--- src/rtl/core_pkg.sv ---
// Shared encodings for the instruction-decode stage: opcodes, immediate
// formats, funct7 values and the decoded-field bundle carried down the pipe.
package core_pkg;

   typedef enum logic [6:0] {
      OPC_LOAD   = 7'b0000011,
      OPC_FENCE  = 7'b0001111,
      OPC_ALI    = 7'b0010011,
      OPC_AUIPC  = 7'b0010111,
      OPC_STORE  = 7'b0100011,
      OPC_ALR    = 7'b0110011,
      OPC_LUI    = 7'b0110111,
      OPC_BRANCH = 7'b1100011,
      OPC_JALR   = 7'b1100111,
      OPC_JAL    = 7'b1101111,
      OPC_SYSTEM = 7'b1110011
   } opcode_e;

   typedef enum logic [2:0] {
      IT_UNKNOWN,
      IT_R,
      IT_I,
      IT_IZ,
      IT_S,
      IT_B,
      IT_U,
      IT_J
   } itype_e;

   typedef enum logic [6:0] {
      F7_BASE   = 7'b0000000,
      F7_MULDIV = 7'b0000001,
      F7_ALT    = 7'b0100000
   } funct7_e;

   typedef struct packed {
      logic [6:0] opcode;
      logic [2:0] funct3;
      logic [6:0] funct7;
      logic [4:0] src1_addr;
      logic [4:0] src2_addr;
      logic [4:0] dst_addr;
      logic       src1_en;
      logic       src2_en;
      logic       dst_en;
      logic       jal;
      logic       jalr;
      logic       branch;
      logic       alures2reg;
      logic       memory2reg;
      logic       mem_write;
      logic       muldiv;
      logic       csr;
      logic       illegal;
   } dec_t;

endpackage

--- src/rtl/core_id_decode.sv ---
// Combinational RV32I decoder with optional M and Zicsr; produces the raw
// fields, enables, class flags, illegal flag and the XLEN-wide immediate.
module core_id_decode
   import core_pkg::*;
#(
   parameter int XLEN       = 32,
   parameter bit ENABLE_M   = 1'b1,
   parameter bit ENABLE_CSR = 1'b1
) (
   input  logic [31:0]     i_instr,
   output dec_t            o_dec,
   output logic [XLEN-1:0] o_imm
);

   logic [6:0]  opc;
   logic [2:0]  f3;
   logic [6:0]  f7;
   logic [6:0]  sh_f7;
   logic [31:0] imm32;
   itype_e      itype;
   logic        ill;

   always_comb begin
      opc   = i_instr[6:0];
      f3    = i_instr[14:12];
      f7    = i_instr[31:25];
      // on RV64 shamt[5] lives in bit 25, so only bits 31:26 must match funct7
      sh_f7 = (XLEN == 64) ? {i_instr[31:26], 1'b0} : i_instr[31:25];
      itype = IT_UNKNOWN;
      ill   = 1'b0;
      o_dec = '0;
      o_dec.opcode    = opc;
      o_dec.funct3    = f3;
      o_dec.funct7    = f7;
      o_dec.src1_addr = i_instr[19:15];
      o_dec.src2_addr = i_instr[24:20];
      o_dec.dst_addr  = i_instr[11:7];

      case (opc)
         OPC_LUI, OPC_AUIPC: begin
            itype = IT_U;
            o_dec.alures2reg = 1'b1;
         end
         OPC_JAL: begin
            itype = IT_J;
            o_dec.jal        = 1'b1;
            o_dec.alures2reg = 1'b1;
         end
         OPC_JALR: begin
            itype = IT_I;
            o_dec.jalr       = 1'b1;
            o_dec.alures2reg = 1'b1;
            ill = (f3 != 3'b000);
         end
         OPC_BRANCH: begin
            itype = IT_B;
            o_dec.branch = 1'b1;
            ill = (f3[2:1] == 2'b01);
         end
         OPC_LOAD: begin
            itype = IT_I;
            o_dec.memory2reg = 1'b1;
            ill = (f3 == 3'b011) || (f3[2:1] == 2'b11);
         end
         OPC_STORE: begin
            itype = IT_S;
            o_dec.mem_write = 1'b1;
            ill = (f3 > 3'b010);
         end
         OPC_ALI: begin
            itype = IT_I;
            o_dec.alures2reg = 1'b1;
            if (f3 == 3'b001)
               ill = (sh_f7 != F7_BASE);
            else if (f3 == 3'b101)
               ill = (sh_f7 != F7_BASE) && (sh_f7 != F7_ALT);
         end
         OPC_ALR: begin
            itype = IT_R;
            o_dec.alures2reg = 1'b1;
            if (f7 == F7_MULDIV) begin
               o_dec.muldiv = ENABLE_M;
               ill = !ENABLE_M;
            end else begin
               ill = (f7 != F7_BASE) && (f7 != F7_ALT);
            end
         end
         OPC_FENCE: ;
         OPC_SYSTEM: begin
            if (f3 == 3'b000 || !ENABLE_CSR) begin
               ill = 1'b1;
            end else begin
               itype = IT_IZ;
               o_dec.csr        = 1'b1;
               o_dec.alures2reg = 1'b1;
            end
         end
         default: ill = 1'b1;
      endcase

      o_dec.src1_en = itype inside {IT_R, IT_I, IT_S, IT_B};
      o_dec.src2_en = itype inside {IT_R, IT_S, IT_B};
      o_dec.dst_en  = (itype inside {IT_R, IT_I, IT_U, IT_J, IT_IZ}) && (i_instr[11:7] != 5'd0);
      if (itype == IT_IZ)
         o_dec.src1_en = !f3[2];

      if (ill) begin
         o_dec.src1_en    = 1'b0;
         o_dec.src2_en    = 1'b0;
         o_dec.dst_en     = 1'b0;
         o_dec.jal        = 1'b0;
         o_dec.jalr       = 1'b0;
         o_dec.branch     = 1'b0;
         o_dec.alures2reg = 1'b0;
         o_dec.memory2reg = 1'b0;
         o_dec.mem_write  = 1'b0;
         o_dec.muldiv     = 1'b0;
         o_dec.csr        = 1'b0;
      end
      o_dec.illegal = ill;
   end

   always_comb begin
      case (itype)
         IT_I:    imm32 = {{20{i_instr[31]}}, i_instr[31:20]};
         IT_IZ:   imm32 = {20'd0, i_instr[31:20]};
         IT_S:    imm32 = {{20{i_instr[31]}}, i_instr[31:25], i_instr[11:7]};
         IT_B:    imm32 = {{19{i_instr[31]}}, i_instr[31], i_instr[7], i_instr[30:25], i_instr[11:8], 1'b0};
         IT_U:    imm32 = {i_instr[31:12], 12'd0};
         IT_J:    imm32 = {{11{i_instr[31]}}, i_instr[31], i_instr[19:12], i_instr[20], i_instr[30:21], 1'b0};
         default: imm32 = '0;
      endcase
      o_imm = XLEN'($signed(imm32));
   end

endmodule

--- src/rtl/core_id_pipe.sv ---
// Registered decode stage: valid/ready handshake into a two-entry skid buffer
// (or a single register when SKID=0), with flush and async reset.
module core_id_pipe
   import core_pkg::*;
#(
   parameter int XLEN       = 32,
   parameter bit ENABLE_M   = 1'b1,
   parameter bit ENABLE_CSR = 1'b1,
   parameter bit SKID       = 1'b1
) (
   input  logic            i_clk,
   input  logic            i_rst,
   input  logic            i_flush,
   input  logic            i_valid,
   output logic            o_ready,
   input  logic [31:0]     i_instr,
   input  logic [XLEN-1:0] i_pc,
   output logic            o_valid,
   input  logic            i_ready,
   output logic [XLEN-1:0] o_pc,
   output logic [6:0]      o_opcode,
   output logic [2:0]      o_funct3,
   output logic [6:0]      o_funct7,
   output logic [4:0]      o_src1_reg_addr,
   output logic [4:0]      o_src2_reg_addr,
   output logic [4:0]      o_dst_reg_addr,
   output logic            o_src1_reg_en,
   output logic            o_src2_reg_en,
   output logic            o_dst_reg_en,
   output logic [XLEN-1:0] o_imm,
   output logic            o_jal,
   output logic            o_jalr,
   output logic            o_branch,
   output logic            o_alures2reg,
   output logic            o_memory2reg,
   output logic            o_mem_write,
   output logic            o_muldiv,
   output logic            o_csr,
   output logic            o_illegal
);

   dec_t            in_dec;
   logic [XLEN-1:0] in_imm;

   logic            main_vld_q, main_vld_d;
   dec_t            main_dec_q, main_dec_d;
   logic [XLEN-1:0] main_imm_q, main_imm_d;
   logic [XLEN-1:0] main_pc_q,  main_pc_d;
   logic            skid_vld_q, skid_vld_d;
   dec_t            skid_dec_q, skid_dec_d;
   logic [XLEN-1:0] skid_imm_q, skid_imm_d;
   logic [XLEN-1:0] skid_pc_q,  skid_pc_d;
   logic            in_xfer;

   core_id_decode #(
      .XLEN       (XLEN),
      .ENABLE_M   (ENABLE_M),
      .ENABLE_CSR (ENABLE_CSR)
   ) u_decode (
      .i_instr (i_instr),
      .o_dec   (in_dec),
      .o_imm   (in_imm)
   );

   always_comb begin
      if (SKID)
         o_ready = !skid_vld_q;
      else
         o_ready = !i_rst && (!main_vld_q || i_ready);
   end

   always_comb begin
      main_vld_d = main_vld_q;
      main_dec_d = main_dec_q;
      main_imm_d = main_imm_q;
      main_pc_d  = main_pc_q;
      skid_vld_d = skid_vld_q;
      skid_dec_d = skid_dec_q;
      skid_imm_d = skid_imm_q;
      skid_pc_d  = skid_pc_q;
      in_xfer    = i_valid && o_ready;

      if (i_flush) begin
         main_vld_d = 1'b0;
         skid_vld_d = 1'b0;
      end else if (main_vld_q && !i_ready) begin
         if (in_xfer && SKID) begin
            skid_vld_d = 1'b1;
            skid_dec_d = in_dec;
            skid_imm_d = in_imm;
            skid_pc_d  = i_pc;
         end
      end else if (skid_vld_q) begin
         // MAIN is empty or draining; SKID holds the older entry, o_ready is low
         main_vld_d = 1'b1;
         main_dec_d = skid_dec_q;
         main_imm_d = skid_imm_q;
         main_pc_d  = skid_pc_q;
         skid_vld_d = 1'b0;
      end else begin
         main_vld_d = in_xfer;
         if (in_xfer) begin
            main_dec_d = in_dec;
            main_imm_d = in_imm;
            main_pc_d  = i_pc;
         end
      end
   end

   always_ff @(posedge i_clk or posedge i_rst) begin
      if (i_rst) begin
         main_vld_q <= 1'b0;
         main_dec_q <= '0;
         main_imm_q <= '0;
         main_pc_q  <= '0;
         skid_vld_q <= 1'b0;
         skid_dec_q <= '0;
         skid_imm_q <= '0;
         skid_pc_q  <= '0;
      end else begin
         main_vld_q <= main_vld_d;
         main_dec_q <= main_dec_d;
         main_imm_q <= main_imm_d;
         main_pc_q  <= main_pc_d;
         skid_vld_q <= skid_vld_d;
         skid_dec_q <= skid_dec_d;
         skid_imm_q <= skid_imm_d;
         skid_pc_q  <= skid_pc_d;
      end
   end

   always_comb begin
      o_valid         = main_vld_q;
      o_pc            = main_pc_q;
      o_imm           = main_imm_q;
      o_opcode        = main_dec_q.opcode;
      o_funct3        = main_dec_q.funct3;
      o_funct7        = main_dec_q.funct7;
      o_src1_reg_addr = main_dec_q.src1_addr;
      o_src2_reg_addr = main_dec_q.src2_addr;
      o_dst_reg_addr  = main_dec_q.dst_addr;
      o_src1_reg_en   = main_dec_q.src1_en;
      o_src2_reg_en   = main_dec_q.src2_en;
      o_dst_reg_en    = main_dec_q.dst_en;
      o_jal           = main_dec_q.jal;
      o_jalr          = main_dec_q.jalr;
      o_branch        = main_dec_q.branch;
      o_alures2reg    = main_dec_q.alures2reg;
      o_memory2reg    = main_dec_q.memory2reg;
      o_mem_write     = main_dec_q.mem_write;
      o_muldiv        = main_dec_q.muldiv;
      o_csr           = main_dec_q.csr;
      o_illegal       = main_dec_q.illegal;
   end

endmodule
--- config.mk ---
export PLATFORM = sky130hd
export DESIGN_NAME = core_id_pipe
export DESIGN_NICKNAME = d
export VERILOG_FILES = /design/src/rtl/core_pkg.sv /design/src/rtl/core_id_decode.sv /design/src/rtl/core_id_pipe.sv
export SDC_FILE = /design/constraint.sdc
export NUM_CORES = 1
export LEC_CHECK = 0
export ABC_AREA = 1
export CAP_MARGIN = 20
export CORE_UTILIZATION = 53
export DETAILED_ROUTE_END_ITERATION = 8
export GPL_TIMING_DRIVEN = 1
export PLACE_DENSITY = 0.81
export SYNTH_ARGS = -nofsm -noshare
export SYNTH_HDL_FRONTEND = slang
export SYNTH_SLANG_ARGS = --single-unit
--- constraint.sdc ---
create_clock -name i_clk -period 9.5 [get_ports i_clk]
set_input_delay 2.375 -clock i_clk [delete_from_list [all_inputs] [get_ports i_clk]]
set_output_delay 2.375 -clock i_clk [all_outputs]
set_load 0.05 [all_outputs]
Word-level counts from Yosys, hierarchy flattened
Cells that the tools add are included.

storage, ports and cells
  register bits after elaboration = 218
  bits in latches = 0
  bits in writable memories = 0
  ROM bits = 0
  input port bits = 69
  output and inout port bits = 110
  logic and storage cells = 126
  memories kept = 0

operators by class
  add/subtract/negate cells = 0
  multipliers = 0
  div/mod/pow operators = 0
  order comparisons = 1
  eq/ne operators = 27
  shift-type cells = 0
  multiplexer cells = 32
  bitwise logic cells = 2
  reduce and logical (&&, ||, !) cells = 22

operators with widths
  kind                                                             count
  32-bit one-hot mux with 6 select lines                           1
  32-bit two-way mux                                               4
  44-bit two-way mux                                               2
  7-bit == test, second input constant                             4
  7-bit by 6-bit == test with 1-bit output, second input constant  3
  3-bit one-hot mux with 7 select lines                            1
  1-bit two-way mux                                                20
  3-bit == test, second input constant                             5
  7-bit by 5-bit == test with 1-bit output, second input constant  2
  11-bit two-way mux                                               1
  5-bit nonzero test                                               2
  3-bit by 2-bit == test with 1-bit output, second input constant  3
  1-bit one-hot mux with 8 select lines                            1
  7-bit by 1-bit == test with 1-bit output, second input constant  1
  7-bit by 2-bit == test with 1-bit output, second input constant  1
  7-bit by 4-bit == test with 1-bit output, second input constant  1
  7-bit by 6-bit != test with 1-bit output, second input constant  1
  7-bit nonzero test                                               1
  3-bit by 1-bit == test with 1-bit output, second input constant  2
  3-bit AND reduction                                              2
  3-bit nonzero test                                               2
  6-bit OR reduction                                               1
  1-bit logical AND                                                4
  4-bit nonzero test                                               1
  other kinds (15)                                                 18

Depth between registers and ports, before layout
Gate-level depths: netlist of the first run.

  depth in word-level cells = 9
  depth in mapped cells = 13
  depth with buffers taken out = 13

Cells and area by module
From an unflattened synthesis of the first run, not the netlist that was laid out.

unflattened totals
  cells, all modules = 1525
  area total of the unflattened synthesis = 11061.9 um2

modules (own cells, without submodules)
  module          times used  cells each  area an instance (um2)  sequential area each (um2)
  core_id_pipe    1           1298        9887.0                  5455.2
  core_id_decode  1           227         1174.9                  0.0

Worst setup path after synthesis of the first run
Ideal clock, no wire load.

  kind = register -> output
  from = register skid_vld_q
  to = output port o_ready
  arrival = 1401 ps
  required time = 7125 ps
  path slack = 5724 ps
  stages on the path, launching flop included = 4
  path buffers = 2
  cell sequence = dfrtp_1 inv_2 clkbuf_1 clkbuf_1

between the ends
  longest elaborated chain between the ends = 1

RTL lines
  item                    RTL line             source
  from (decl)             core_id_pipe.sv:49   logic skid_vld_q, skid_vld_d;
  from (signal assigned)  core_id_pipe.sv:125  skid_vld_q <= skid_vld_d;
  1-bit zero test         core_id_pipe.sv:67   o_ready = !skid_vld_q;
  to (decl)               core_id_pipe.sv:15   output logic o_ready,

Every way passes these cells.

Worst setup path after layout of the first run
  from = input port i_flush
  to = register main_pc_q[27] (netlist: o_pc[27])

between the ends
  longest elaborated chain between the ends = 2

RTL lines
  item                           RTL line             source
  from (decl)                    core_id_pipe.sv:13   input logic i_flush,
  1-bit inverter (no line)       n/a
  3-bit AND reduction (no line)  n/a
  to (signal assigned)           core_id_pipe.sv:124  main_pc_q <= main_pc_d;
  to (decl)                      core_id_pipe.sv:48   logic [XLEN-1:0] main_pc_q, main_pc_d;

Every way passes these cells.
A chain may end at the register's enable or synchronous reset.

==> results.ini, run 1 <==
[run_status]
outcome=finished, violations left
failed_checks=DRC

[worst_setup_path]
crit_family=buffers and inverters
reg2reg_depth=8
crit_arrival_ns=5.05
cp_common_cell=buf_4
r2r-start=skid_vld_q$_DFFE_PP0P_
critPathBufInv=5
crit_path_start_kind=input port
r2r_end=o_pc[27]$_DFFE_PP0P_
r2r_slack_ns=6.27
critical_path_required_ns=9.84
startpoint=i_flush
cp_max_fo=103
critPathKind=in -> reg
critPathSlowestCell=buf_4
cpPeakStageDelay_ns=0.83
path_cells=clkdlybuf4s50_1, a21oi_1, inv_1, nor2_2, buf_4, inv_4, buf_4, o21ai_0
cp-end-kind=register

[floorplanning]
die_area_sq_um=19300
core_sq_um=18100
io_pins=179
die_h_um=139
placementRows=49
chipWidth_um=139
start_util_pct=54.6

[synth]
synth_mux_area_share_pct=0
synth_compound_area_share_pct=16.5
synth-seq-cells=218
synthCells=1248
ys_top_cells_by_area=dfrtp_1 (55%), nand2_1 (16%), o21ai_0 (12%)
synth_top_cells_by_count=nand2_1 (413), o21ai_0 (247), dfrtp_1 (218)
synth_top_family_by_area=simple AND/OR/NAND/NOR gates
async_flop_share_pct=100
synth_most_common_cell=nand2_1
seq_area_frac_synth_pct=55.0
synth_edf_count=0
synth_top_area_share_pct=55.0
synth_fp_nets=1317
synth-adder-area-share_pct=0
ys.flop_type=dfrtp_1
netlist.top_cell.by_area=dfrtp_1
synth_area_per_cell_sq_um=7.94
yosys_warnings=0
synth_cell_types=25
synth_xor_area_share_pct=0
synth.cell_area_sq_um=9910
synthSimpleGateAreaFrac_pct=21.6

[sta]
min_period_ns=4.71
worst_pin_slew_ns=1.00
setup_slack_ns=4.79
rsz0062_at_grt=false
post-route-period-util_pct=49.6
clock-skew-final_ns=0.0191
setup_tns_ns=0
setup_violations=0
hold_viol=0
fmax_mhz=212
maxSlewViolCount=0
relSlewSlack_pct=33.0

[placed_design]
hpwl_mm=16.5
place_congestion=0.892
port_buffers=178
pre_cts_ws_ns=4.29

[cts]
cts_setup_buffers=0
worstSkewPairLatency_ns=0.51
cts_resized=0
cts_sinks=218
htree_levels=1
numCtsBuffers=24
cts.path.max_buffers=3
clockRootBuffer=clkbuf_16
cts.reportedPaths.clkPinSlew_ns=0.06
cts_hold_buf=0
cts_tree=done

[finish]
antenna_cells=0
postLayoutCoreUtil_pct=69.2
area_delta_synth_final_pct=26.7
finalNetCount=1453
drive_gt1_share_pct=4.86
fillers=1494

[global_route]
grt_pass1_vias=8202
antenna_found_initial=0
grt_pass1_wl_mm=41.4
grt_max_degree=145
track_usage_pct=26.4
gr-total-overflow=0

[power]
ir_drop_mv=0.136
p_leak_nw=6.29
cellPowerDensity_nw_per_um2=212

[drt]
drt-total-wl_mm=25.3
ant_nets=0
wl_per_cell_um=15.5
dr.pass1.iters=7
via_count=8712
drc_errors=10
drt_iter0_markers=845
via_per_inst=5.35

[min_path]
min_to=skid_imm_q[20]$_DFFE_PP0P_
hold_start=skid_imm_q[20]$_DFFE_PP0P_
hold_path_depth=2
hold_path.class=reg -> reg

[run]
drv_cap=0

worst max path at each step:
stage,to,cells past startpoint,slack [ns]
2_1_floorplan,o_alures2reg$_DFFE_PP0P_,1,1.16
3_3_place_gp,o_pc[23]$_DFFE_PP0P_,8,4.42
3_5_place_dp,o_pc[27]$_DFFE_PP0P_,8,4.29
4_1_cts,o_pc[27]$_DFFE_PP0P_,8,4.82
5_1_grt,o_pc[27]$_DFFE_PP0P_,8,4.53
6_report,o_pc[27]$_DFFE_PP0P_,8,4.79
registers in the layout, summed over array words and instances, names as in the netlist, 7 cells and up:
register / flops
skid_dec_q: 44
skid_pc_q: 32
o_funct7: 7
skid_imm_q: 32
o_imm: 32
o_pc: 32
o_opcode: 7
cells in the final DEF, fill, tap and decap left out:
cell	count
nand2_1	412
o21ai_0	247
dfrtp_1	218
clkdlybuf4s50_1	178
inv_1	92
nor2_1	74
o21ai_1	36
clkbuf_16	25
a21oi_1	24
nand4_1	14
nand3_1	13
nor2_2	10
o211ai_1	9
clkbuf_1	7
clkbuf_8	6
buf_4	6
inv_2	5
nor3_1	3
o31ai_1	3
nand2_2	2
inv_4	2
nor2_4	2
nand2_4	2
clkinv_2	2
o2111ai_1	1
nand3_2	1
nor2_8	1
nand3b_1	1
inv_8	1
clkinv_4	1
bufinv_16	1
buf_16	1
worst min-delay path: stages (launching register included):
cell and delay, ns:
dfrtp_1 0.34, nand2_1 0.05, nand2_1 0.05
layer usage:
| layer | wire length, um | track usage [%] | vias to the layer above | share of wire (%) |
|---|---|---|---|---|
| li1 | - | - | 4267 | - |
| met1 | 10900 | 36.7 | 4118 | 43 |
| met2 | 12000 | 42.9 | 274 | 47 |
| met3 | 1670 | 4.63 | 53 | 6.6 |
| met4 | 732 | 7.43 | 0 | 2.9 |
| met5 | 0 | 0 | - | 0 |
report_power, final:
group	internal, W	leakage, nW	switching, W
clock network	0.000554	0.386	0.000359
logic	0.000200	3.07	0.000406
registers	0.00107	2.83	0.0000764
total	0.00183	6.29	0.000841
area by class of cell:
class / count / area, sq um / area share, %
timing repair buffer: 185 / 1850 / 14.8
inverter: 100 / 388 / 3.09
tap: 229 / 287 / 2.28
clock inverter: 4 / 48.8 / 0.389
clock buffer: 38 / 734 / 5.85
sequential: 218 / 5460 / 43.5
multi-input combinational: 855 / 3780 / 30.2
metrics by stage:
stage | total power [W] | instance area, sq um | std cells | hold slack [ns]
2_1_floorplan | 0.00154 | 9910 | 1248 | 0.444
3_3_place_gp | 0.00175 | 11700 | 1586 | 0.457
3_5_place_dp | 0.00177 | 11700 | 1586 | 0.460
4_1_cts | 0.00268 | 12500 | 1628 | 0.476
5_1_grt | 0.00278 | 12600 | 1629 | 0.494
6_report | 0.00267 | 12600 | 1629 | 0.473
cell families (layout without fill, tap and decap cells):
kind of cell,after synthesis,in the layout
simple gates,535,535
compound gates,320,320
flops,218,218
buf+inv,175,327
No activity file was read; power rests on OpenSTA's default activity.
==> run 2: changes to the inputs <==
- clock period: 9.5 -> 4.73 ns (I/O delays scaled with it)
==> results.ini, run 2 (synthesis gave the netlist of run 1 again) <==
[finish]
multi_input_area_sq_um=3780
fillers=1462
finalNetCount=1459
largest_reg_flops=44
antenna_cells=0
largest-register=skid_dec_q
layout_common_cells=nand2_1 (412), o21ai_0 (247), dfrtp_1 (218), clkdlybuf4s50_1 (178), inv_1 (92)
final_common_cell=nand2_1
area_delta_synth_final_pct=27.0
drive_gt1_share_pct=5.34
regArea_sq_um=5460

[drt]
via_per_inst=5.45
drc_errors=9
drt_iter0_markers=914
wl_met1_mm=11.1
via_count=8898
wl_met2_mm=12.5
top_layer=met4
dr.pass1.iters=8
drt-total-wl_mm=26.2
ant_nets=0
wl_met3_mm=1.78
wl_per_cell_um=16.0

[cts]
htree_levels=1
worstSkewPairLatency_ns=0.51
clockRootBuffer=clkbuf_16
cts_setup_buffers=0
cts_tree=done
cts_resized=0
cts_sinks=218
cts.reportedPaths.clkPinSlew_ns=0.07
cts_hold_buf=0
cts.path.max_buffers=3
numCtsBuffers=24

[global_route]
grt_pass1_vias=8480
grt_pass1_wl_mm=43.1
grt_max_degree=133
gr-total-overflow=0
antenna_found_initial=0
track_usage_pct=27.7

[placed_design]
hpwl_mm=17.1
place_congestion=0.920
port_buffers=178

[power]
cellPowerDensity_nw_per_um2=423
ir_drop_mv=0.319
p_leak_nw=6.31
power_w=0.00532

[worst_setup_path]
crit_family=buffers and inverters
critical_path_required_ns=3.55
critPathSlowestCell=clkdlybuf4s50_1
crit_path_start_kind=register
critPathKind=reg -> out
critPathBufInv=2
cpPeakStageDelay_ns=0.93
cp_max_fo=78
cp-end-kind=output port
path_cells=inv_4, clkdlybuf4s50_1
crit_arrival_ns=2.37

[floorplanning]
io_pins=179
core_sq_um=18100
start_util_pct=54.6
placementRows=49
die_area_sq_um=19300
die_h_um=139
chipWidth_um=139

[sta]
rsz0062_at_grt=false
hold_viol=0
clock-skew-final_ns=0.0153
maxSlewViolCount=0
relSlewSlack_pct=40.8
setup_violations=0
setup_tns_ns=0
worst_pin_slew_ns=0.888
fmax_mhz=281
post-route-period-util_pct=75.1
min_period_ns=3.55

[min_path]
hold_path.class=reg -> reg

[run_status]
outcome=finished, violations left
failed_checks=DRC

[run]
drv_cap=0

==> run 2: report_power, final <==
part	switching [W]	internal (W)
Combinational	0.000820	0.000409
Clock	0.000737	0.00105
Sequential	0.000157	0.00215
==> run 2: layer usage <==
layer | track usage [%] | vias to the layer above
met3 | 4.97 | 53
li1 | - | 4285
met5 | 0 | -
met2 | 44.1 | 330
met4 | 10.4 | 0
met1 | 38.3 | 4230
==> run 2: tightest hold or removal path, delay by kind of cell (launching register included) <==
family	cells	cell delay (ns)
DFF	1	0.34
and+or+nand+nor	2	0.10
==> run 2: cell type report <==
cell class                 instances  area share [%]
timing repair buffer             191            15.3
multi-input combinational        855            30.1
tap                              229            2.28
sequential                       218            43.3
clock inverter                     9           0.626
inverter                         100            3.05
clock buffer                      32            5.34
==> run 2: path summary, 6_finish.rpt <==
path / slack (ns) / from / endpoint / cells past startpoint
setup / recovery: 1.18 / skid_vld_q$_DFFE_PP0P_ / o_ready / 2
hold reg to reg: 0.48 / skid_imm_q[30]$_DFFE_PP0P_ / skid_imm_q[30]$_DFFE_PP0P_ / 2
hold / removal: 0.48 / skid_imm_q[30]$_DFFE_PP0P_ / skid_imm_q[30]$_DFFE_PP0P_ / 2
min in group asynchronous: 1.14 / i_rst / o_pc[25]$_DFFE_PP0P_ / 2
max in group asynchronous: 2.76 / i_rst / skid_pc_q[2]$_DFFE_PP0P_ / 3
setup reg to reg: 2.03 / skid_vld_q$_DFFE_PP0P_ / o_alures2reg$_DFFE_PP0P_ / 10
==> run 2: metrics by stage <==
stage	std cells	cell area (sq um)	utilization, %	setup slack, ns	hold slack, ns
after floorplan	1248	9910	-	0.707	0.444
after global placement	1593	11800	65.2	1.31	0.456
after detailed placement	1593	11800	65.2	1.23	0.460
after CTS	1634	12600	69.4	1.16	0.477
after global routing	1634	12600	69.4	1.07	0.492
final	1634	12600	69.4	1.18	0.475
